[src/rtl/uart_cmd_parser.sv]
// uart_cmd_parser: assembles command frames from the UART byte stream.
// Frame: HEADER, CMD, ADDR, DATA_H, DATA_L [, CHK].
// Define UART_CMD_PARSER_CHECKSUM_EN to append the XOR checksum byte (CHK) and enable ERR_CHK.
// Without the macro the frame is five bytes long and ERR_CHK is tied low.
// Inter-byte timeout and good-frame counter are always present.
module uart_cmd_parser #(
    parameter logic [7:0]  HEADER      = 8'hA5,
    parameter int unsigned TIMEOUT_CYC = 8680
) (
    input  logic        CLK,
    input  logic        RESET_n,
    input  logic [7:0]  DATA_IN,
    input  logic        VALID_IN,
    output logic [7:0]  CMD,
    output logic [7:0]  ADDR,
    output logic [15:0] WDATA,
    output logic        CMD_VALID,
    output logic        ERR_CHK,
    output logic        ERR_TO,
    output logic [15:0] FRAME_CNT
);

    // Last counter value before a missing byte counts as a timeout.
    localparam logic [31:0] TO_LIMIT = 32'(TIMEOUT_CYC - 1);

    typedef enum logic [2:0] {
        IDLE   = 3'd0,
        S_CMD  = 3'd1,
        S_ADDR = 3'd2,
        S_DH   = 3'd3,
`ifdef UART_CMD_PARSER_CHECKSUM_EN
        S_DL   = 3'd4,
        S_CHK  = 3'd5
`else
        S_DL   = 3'd4
`endif
    } state_e;

`ifdef UART_CMD_PARSER_CHECKSUM_EN
    // Running checksum: XOR of every payload byte.
    function automatic logic [7:0] chk_update(input logic [7:0] acc, input logic [7:0] b);
        return acc ^ b;
    endfunction
`endif

    state_e      state_q, state_d;
    logic [31:0] to_cnt_q, to_cnt_d;
    logic [7:0]  cmd_sh_q, cmd_sh_d;
    logic [7:0]  addr_sh_q, addr_sh_d;
    logic [7:0]  dh_sh_q, dh_sh_d;
`ifdef UART_CMD_PARSER_CHECKSUM_EN
    logic [7:0]  dl_sh_q, dl_sh_d;
    logic [7:0]  xor_q, xor_d;
    logic        err_chk_d;
`endif
    logic [7:0]  cmd_q, cmd_d;
    logic [7:0]  addr_q, addr_d;
    logic [15:0] wdata_q, wdata_d;
    logic        cmd_valid_q, cmd_valid_d;
    logic        err_chk_q;
    logic        err_to_q, err_to_d;
    logic [15:0] frame_cnt_q, frame_cnt_d;
    logic        timeout_hit_s;

    // A timeout fires only when the limit is reached in a frame with no byte arriving.
    assign timeout_hit_s = (state_q != IDLE) && !VALID_IN && (to_cnt_q == TO_LIMIT);

    // State register.
    always_ff @(posedge CLK or negedge RESET_n) begin
        if (!RESET_n) begin
            state_q <= IDLE;
        end else begin
            state_q <= state_d;
        end
    end

    // Next-state logic: advance on each strobe, fall back to IDLE on timeout.
    always_comb begin
        state_d = state_q;
        case (state_q)
            IDLE: begin
                if (VALID_IN && (DATA_IN == HEADER)) begin
                    state_d = S_CMD;
                end else begin
                    state_d = IDLE;
                end
            end
            S_CMD: begin
                if (VALID_IN) begin
                    state_d = S_ADDR;
                end else if (timeout_hit_s) begin
                    state_d = IDLE;
                end else begin
                    state_d = S_CMD;
                end
            end
            S_ADDR: begin
                if (VALID_IN) begin
                    state_d = S_DH;
                end else if (timeout_hit_s) begin
                    state_d = IDLE;
                end else begin
                    state_d = S_ADDR;
                end
            end
            S_DH: begin
                if (VALID_IN) begin
                    state_d = S_DL;
                end else if (timeout_hit_s) begin
                    state_d = IDLE;
                end else begin
                    state_d = S_DH;
                end
            end
            S_DL: begin
                if (VALID_IN) begin
`ifdef UART_CMD_PARSER_CHECKSUM_EN
                    state_d = S_CHK;
`else
                    state_d = IDLE;
`endif
                end else if (timeout_hit_s) begin
                    state_d = IDLE;
                end else begin
                    state_d = S_DL;
                end
            end
`ifdef UART_CMD_PARSER_CHECKSUM_EN
            S_CHK: begin
                if (VALID_IN || timeout_hit_s) begin
                    state_d = IDLE;
                end else begin
                    state_d = S_CHK;
                end
            end
`endif
            default: state_d = IDLE;
        endcase
    end

    // Output/datapath logic: shadow capture, checksum, result load, pulses, timeout counter.
    always_comb begin
        cmd_sh_d    = cmd_sh_q;
        addr_sh_d   = addr_sh_q;
        dh_sh_d     = dh_sh_q;
`ifdef UART_CMD_PARSER_CHECKSUM_EN
        dl_sh_d     = dl_sh_q;
        xor_d       = xor_q;
        err_chk_d   = 1'b0;
`endif
        cmd_d       = cmd_q;
        addr_d      = addr_q;
        wdata_d     = wdata_q;
        frame_cnt_d = frame_cnt_q;
        cmd_valid_d = 1'b0;
        err_to_d    = 1'b0;

        // Counter runs only inside a frame and restarts on every accepted byte.
        if ((state_q == IDLE) || VALID_IN || timeout_hit_s) begin
            to_cnt_d = 32'd0;
        end else begin
            to_cnt_d = to_cnt_q + 32'd1;
        end

        if (timeout_hit_s) begin
            err_to_d  = 1'b1;
            cmd_sh_d  = 8'h00;
            addr_sh_d = 8'h00;
            dh_sh_d   = 8'h00;
`ifdef UART_CMD_PARSER_CHECKSUM_EN
            dl_sh_d   = 8'h00;
            xor_d     = 8'h00;
`endif
        end else if (VALID_IN) begin
            case (state_q)
                S_CMD: begin
                    cmd_sh_d = DATA_IN;
`ifdef UART_CMD_PARSER_CHECKSUM_EN
                    xor_d    = chk_update(8'h00, DATA_IN);
`endif
                end
                S_ADDR: begin
                    addr_sh_d = DATA_IN;
`ifdef UART_CMD_PARSER_CHECKSUM_EN
                    xor_d     = chk_update(xor_q, DATA_IN);
`endif
                end
                S_DH: begin
                    dh_sh_d = DATA_IN;
`ifdef UART_CMD_PARSER_CHECKSUM_EN
                    xor_d   = chk_update(xor_q, DATA_IN);
`endif
                end
`ifdef UART_CMD_PARSER_CHECKSUM_EN
                S_DL: begin
                    dl_sh_d = DATA_IN;
                    xor_d   = chk_update(xor_q, DATA_IN);
                end
                S_CHK: begin
                    if (DATA_IN == xor_q) begin
                        cmd_d       = cmd_sh_q;
                        addr_d      = addr_sh_q;
                        wdata_d     = {dh_sh_q, dl_sh_q};
                        cmd_valid_d = 1'b1;
                        frame_cnt_d = frame_cnt_q + 16'd1;
                    end else begin
                        err_chk_d = 1'b1;
                    end
                end
`else
                S_DL: begin
                    cmd_d       = cmd_sh_q;
                    addr_d      = addr_sh_q;
                    wdata_d     = {dh_sh_q, DATA_IN};
                    cmd_valid_d = 1'b1;
                    frame_cnt_d = frame_cnt_q + 16'd1;
                end
`endif
                default: begin
                    cmd_sh_d = cmd_sh_q;
                end
            endcase
        end else begin
            cmd_sh_d = cmd_sh_q;
        end
    end

    // Datapath and registered outputs.
    always_ff @(posedge CLK or negedge RESET_n) begin
        if (!RESET_n) begin
            to_cnt_q    <= 32'd0;
            cmd_sh_q    <= 8'h00;
            addr_sh_q   <= 8'h00;
            dh_sh_q     <= 8'h00;
            cmd_q       <= 8'h00;
            addr_q      <= 8'h00;
            wdata_q     <= 16'h0000;
            cmd_valid_q <= 1'b0;
            err_to_q    <= 1'b0;
            frame_cnt_q <= 16'h0000;
        end else begin
            to_cnt_q    <= to_cnt_d;
            cmd_sh_q    <= cmd_sh_d;
            addr_sh_q   <= addr_sh_d;
            dh_sh_q     <= dh_sh_d;
            cmd_q       <= cmd_d;
            addr_q      <= addr_d;
            wdata_q     <= wdata_d;
            cmd_valid_q <= cmd_valid_d;
            err_to_q    <= err_to_d;
            frame_cnt_q <= frame_cnt_d;
        end
    end

`ifdef UART_CMD_PARSER_CHECKSUM_EN
    // Checksum-only state: last data byte, running XOR and the mismatch pulse.
    always_ff @(posedge CLK or negedge RESET_n) begin
        if (!RESET_n) begin
            dl_sh_q   <= 8'h00;
            xor_q     <= 8'h00;
            err_chk_q <= 1'b0;
        end else begin
            dl_sh_q   <= dl_sh_d;
            xor_q     <= xor_d;
            err_chk_q <= err_chk_d;
        end
    end
`else
    assign err_chk_q = 1'b0;
`endif

    assign CMD       = cmd_q;
    assign ADDR      = addr_q;
    assign WDATA     = wdata_q;
    assign CMD_VALID = cmd_valid_q;
    assign ERR_CHK   = err_chk_q;
    assign ERR_TO    = err_to_q;
    assign FRAME_CNT = frame_cnt_q;

endmodule
[config.mk]
export PLATFORM = sky130hd
export DESIGN_NAME = uart_cmd_parser
export DESIGN_NICKNAME = d
export VERILOG_FILES = /design/src/rtl/uart_cmd_parser.sv
export SDC_FILE = /design/constraint.sdc
export NUM_CORES = 1
export LEC_CHECK = 0
export BUFFER_PORTS_ARGS = -buffer_cell sky130_fd_sc_hd__buf_4
export CAP_MARGIN = 10
export CORE_AREA = 2 2 116 118
export CTS_CLUSTER_SIZE = 12
export DETAILED_ROUTE_END_ITERATION = 16
export DIE_AREA = 0 0 118 120
export PLACE_DENSITY = 0.57
export SYNTH_ARGS = -nofsm -noshare
export SYNTH_HDL_FRONTEND = slang
export SYNTH_SLANG_ARGS = --single-unit
[constraint.sdc]
create_clock -name CLK -period 2.8 [get_ports CLK]
set_input_delay 0.14 -clock CLK [delete_from_list [all_inputs] [get_ports CLK]]
set_output_delay 0.14 -clock CLK [all_outputs]
set_load 0.03 [all_outputs]
Word-level counts from Yosys, hierarchy flattened
Cells that the tools add are included.
- bits in registers: 109
- latch bits: 0
- memory bits (writable): 0
- ROM bits: 0
- input port bits: 11
- output and inout port bits: 51
- word-level logic and storage cells: 60
- memories: 0
- $add $sub $neg: 2
- multipliers: 0
- div/mod/pow operators: 0
- order comparisons: 0
- equal/unequal tests: 6
- shift-type cells: 0
- multiplexer cells: 24
- bitwise operators: 1
- reductions and logical operators: 16
- operators with widths (operator ; number):
    $mux 8 ; 9
    $add 32x1->32 const B ; 1
    $eq 32x14->1 const B ; 1
    $mux 32 ; 1
    $add 16x1->16 const B ; 1
    $pmux 3 s5 ; 1
    $mux 3 ; 3
    $eq 8x8->1 const B ; 1
    $mux 2 ; 4
    $reduce_bool 2->1 ; 4
    $eq 3x2->1 const B ; 2
    $mux 1 ; 6
    $reduce_and 2->1 ; 3
    $eq 3x1->1 const B ; 1
    $eq 3x3->1 const B ; 1
    $logic_and 1x1->1 ; 3
    $logic_not 3->1 ; 1
    $reduce_and 3->1 ; 1
    $reduce_bool 3->1 ; 1
    $logic_or 1x1->1 ; 2
    $logic_not 1->1 ; 1
    $not 1->1 ; 1

Logic depth before layout (Yosys ltp)
- word-level depth: 6
- gate-level depth with buffers: 8

Least setup slack after synthesis
Ideal clock, no wire load.
- path kind: register -> register
- from: register to_cnt_q[11]
- to: register to_cnt_q[30]
- library setup time: 0.078 ns
- arrival: 1.887 ns
- required time: 2.722 ns
- slack: 0.835 ns
- cell stages (with the launch flop): 6
- path through: dfrtp_1 -> nand4_2 -> or4_4 -> buf_6 -> or4_1 -> a21oi_1
- word-level cells in the longest chain between the ends: 4
- ends and longest elaborated chain (element ; RTL line ; source):
    start: declaration ; 47 ; logic [31:0] to_cnt_q, to_cnt_d;
    start signal: assignment ; 242 ; to_cnt_q <= to_cnt_d;
    branches (longest 3 deep; another with $add 32x1->32) ; -- ;
    $mux 32 * ; 159 ; if ((state_q == IDLE) || VALID_IN || timeout_hit_s) begin
    named net to_cnt_d[30] ; 47 ;
Mark *: on every way through the listed nets, which the timed path passes.
A chain may end at the register's enable or synchronous reset.

Worst setup path after layout
- from: register to_cnt_q[0]
- to: register to_cnt_q[16]
The elaborated chain is that of the path after synthesis.

==> summary.md <==
| Metric | Value |
|---|---|
| Outcome | `completed` |
| Max cap viols | `0` |
| Sw Ratio | `34.8%` |
| All-layer global routing usage | `15.9%` |
| Min-delay worst type | `in2reg` |
| Via Count | `3756` |
| Most frequent cells in the layout | `166 x nand2_1, 109 x dfrtp_1, 65 x buf_4, 41 x a21oi_1, 23 x nor2_1` |
| Setup slack, reg-to-reg | `0.70 ns` |
| 1st-pass router iterations | `4` |
| Setup crit start kind | `register` |
| Internal Power | `2.95 mW` |
| Final Max Slew Viols | `0` |
| First-pass GRT wire length | `18200 um` |
| Leak | `2.68 nW` |
| EDFF count, synth | `0` |
| Hold Vio Cnt, Final | `0` |
| Ports | `62` |
| Largest net degree at the start of global routing | `59` |
| Worst vdd ir | `0.339 mV` |
| Vias in the first global route | `3628` |
| Setup Fix Bufs, Post-CTS | `0` |
| Starting DRT DRC Count | `255` |
| Dpl ws | `0.717 ns` |
| Fmax | `476 MHz` |
| Area occupied by multi-input gates | `0.00195 sq mm` |
| Final HPWL DP | `7200 um` |
| RSZ-0062 raised after global routing | `false` |
| Net Count, Synth | `523` |
| Ant diodes | `0` |
| Syn-to-layout area delta | `19.3%` |
| Worst slew margin | `49.1%` |
| Sequential-to-total area share from yosys stat | `56.9%` |
| Reg power frac | `47.0%` |
| Share of post-route cells with drive strength above 1 | `15.5%` |
| TritonCTS clock tree | `yes` |
| Critical path endpoint category | `register` |
| Tightest Pin Transition | `0.757 ns` |
| Latest clock arrival within the worst-skew pair | `0.36 ns` |
| H-tree levels | `3` |
| Fin crit share | `75.0%` |
| Final ANT Viol Nets | `0` |
| Clk pin slew, worst setup/hold paths | `0.07 ns` |
| Period minus WS final | `2.10 ns` |
| Die Width | `118 um` |
| Final instance area | `0.00572 sq mm` |
| Routed WL | `10700 um` |
| Crit path arrival time | `2.38 ns` |
| Slowest CP cell | `or4_1` |
| Hold Buf Count CTS | `1` |
| Leading register cell type out of synthesis | `dfrtp_1` |
| Final nets | `575` |
| Die ar. | `0.0142 sq mm` |
| Clock power frac | `27.3%` |
| Initial Utilization | `36.9%` |
| Placed inst area | `0.00542 sq mm` |
| WS Path Type | `reg2reg` |
| Fillers | `1266` |
| Antenna violations before repair | `0` |
| Avg Cell Area, Syn | `9.40 sq um` |
| Setup ws final | `0.700 ns` |
| Mapped cell area | `0.00479 sq mm` |
| Drc violations | `0` |
| TNS Setup | `0 ns` |
| CP max stage delay | `0.56 ns` |
| Endpoints failing setup | `0` |
| Die height | `120 um` |
| Clock root cell | `clkbuf_16` |
| Pwr Density | `792 mW/mm^2` |
| Cts bufs inserted | `9` |
| Crit-path cells | `ha_1 -> and3_1 -> nand3_1 -> or4_1 -> a21oi_1` |
| Synthesis Warnings | `0` |
| Resized Gates After CTS | `0` |
| FF/Latch Area | `0.00273 sq mm` |
| FFs w/ async S/R, synth | `100%` |
| GPL Wtd Cong | `0.849` |
| Avg WL per Cell | `14.4 um` |
| Logic pwr share | `25.7%` |
| Switch Pwr | `1.57 mW` |
| Total grt overflow | `0` |
| Worst EP required | `3.08 ns` |
| # rows | `42` |
| Crit path max fanout | `11` |
| Core ar. | `0.0130 sq mm` |
| Sink Count | `109` |
| Max clock buf depth | `2` |
| Synth Register Bits | `109` |
| Commonest non-fill, non-tap cell in the layout | `nand2_1` |
| Post-DR vias/cell | `5.06` |
| Clk_skew | `0.00904 ns` |
| Gate Count Post-Synth | `510` |
| Count of cell types in the netlist | `37` |
| I/O Buffers | `60` |
worst paths after layout:
check                                  start            end  cells after the start
min in group asynchronous            RESET_n  FRAME_CNT[11]                      2
worst min-delay path              DATA_IN[2]       WDATA[2]                      3
worst min register to register  addr_sh_q[0]        ADDR[0]                      2
max in group asynchronous            RESET_n        ADDR[6]                      3
worst max register to register   to_cnt_q[0]   to_cnt_q[16]                      5
worst max-delay path             to_cnt_q[0]   to_cnt_q[16]                      5
state kept, by name (all words and copies together), names as in the netlist:
register / count
ERR_TO: 1
cmd_sh_q: 8
to_cnt_q: 32
FRAME_CNT: 16
CMD_VALID: 1
addr_sh_q: 8
CMD: 8
WDATA: 16
ADDR: 8
state_q: 3
dh_sh_q: 8
cell families after synthesis:
logic type,after synthesis,share of synthesized area [%]
fa+ha+maj,2,0.522
buf+inv,31,2.66
simple gates,277,27.4
flops,109,56.9
compound gates,61,7.08
xor+xnor,29,5.30
other cells,1,0.0783
power by group through the flow:
stage	clock (mW)	sequential [mW]	combinational, mW
after floorplan	0	2.39	0.487
after global placement	0	2.15	1.16
after detailed placement	0	2.16	1.18
after CTS	1.27	2.13	1.18
after global routing	1.33	2.17	1.29
final	1.24	2.13	1.16
per-stage QoR:
step / util [%] / power (mW) / std cells / hold slack, ns
2_1_floorplan: - / 2.88 / 510 / -0.156
3_3_place_gp: 41.8 / 3.31 / 726 / 0.262
3_5_place_dp: 41.8 / 3.34 / 726 / 0.270
4_1_cts: 44.0 / 4.58 / 743 / 0.0142
5_1_grt: 44.0 / 4.80 / 743 / 0.0413
6_report: 44.0 / 4.53 / 743 / 0.0286
worst max-delay path, delay by kind of cell, from the launching register on:
family	cells	cell delay, ns
fa+ha+maj	1	0.24
flops	1	0.40
simple gates	3	1.23
compound gates	1	0.15
routing by layer:
metal / vias up / part of all wire [%] / GRT usage (%)
met5: - / 0 / 0
met3: 10 / 4.2 / 3.28
met4: 0 / 1.3 / 6.85
li1: 1845 / - / -
met2: 75 / 45 / 23.8
met1: 1826 / 50 / 22.3
final cells by class:
type                    instances  share of cell area [%]
flip-flops and latches        109                    47.7
multi-input cells             370                    34.1
repair buffers                 67                    9.06
clock buffers                   9                    3.94
well taps                     176                    3.85
clock inverters                 7                    1.01
inverters                       5                   0.328
cell usage after synthesis, types with 3 or more instances:
cell      instances  area, sq um
nand4_1          18          113
o31ai_1          12         90.1
dfrtp_1         109         2730
nor2_1           23         86.3
nor3_1            3         15.0
inv_1             5         18.8
a21oi_1          41          205
nand2_1         166          623
xnor2_1          15          131
and4_1            6         52.6
clkbuf_1         23         86.3
or3_1             6         37.5
and3_1            6         37.5
xor2_1           14          123
nand3_1          13         65.1
or4_1            13         97.6
nor4_1            8         50.1
o21ai_0           6         30.0
Power figures use the tool's default switching activity.
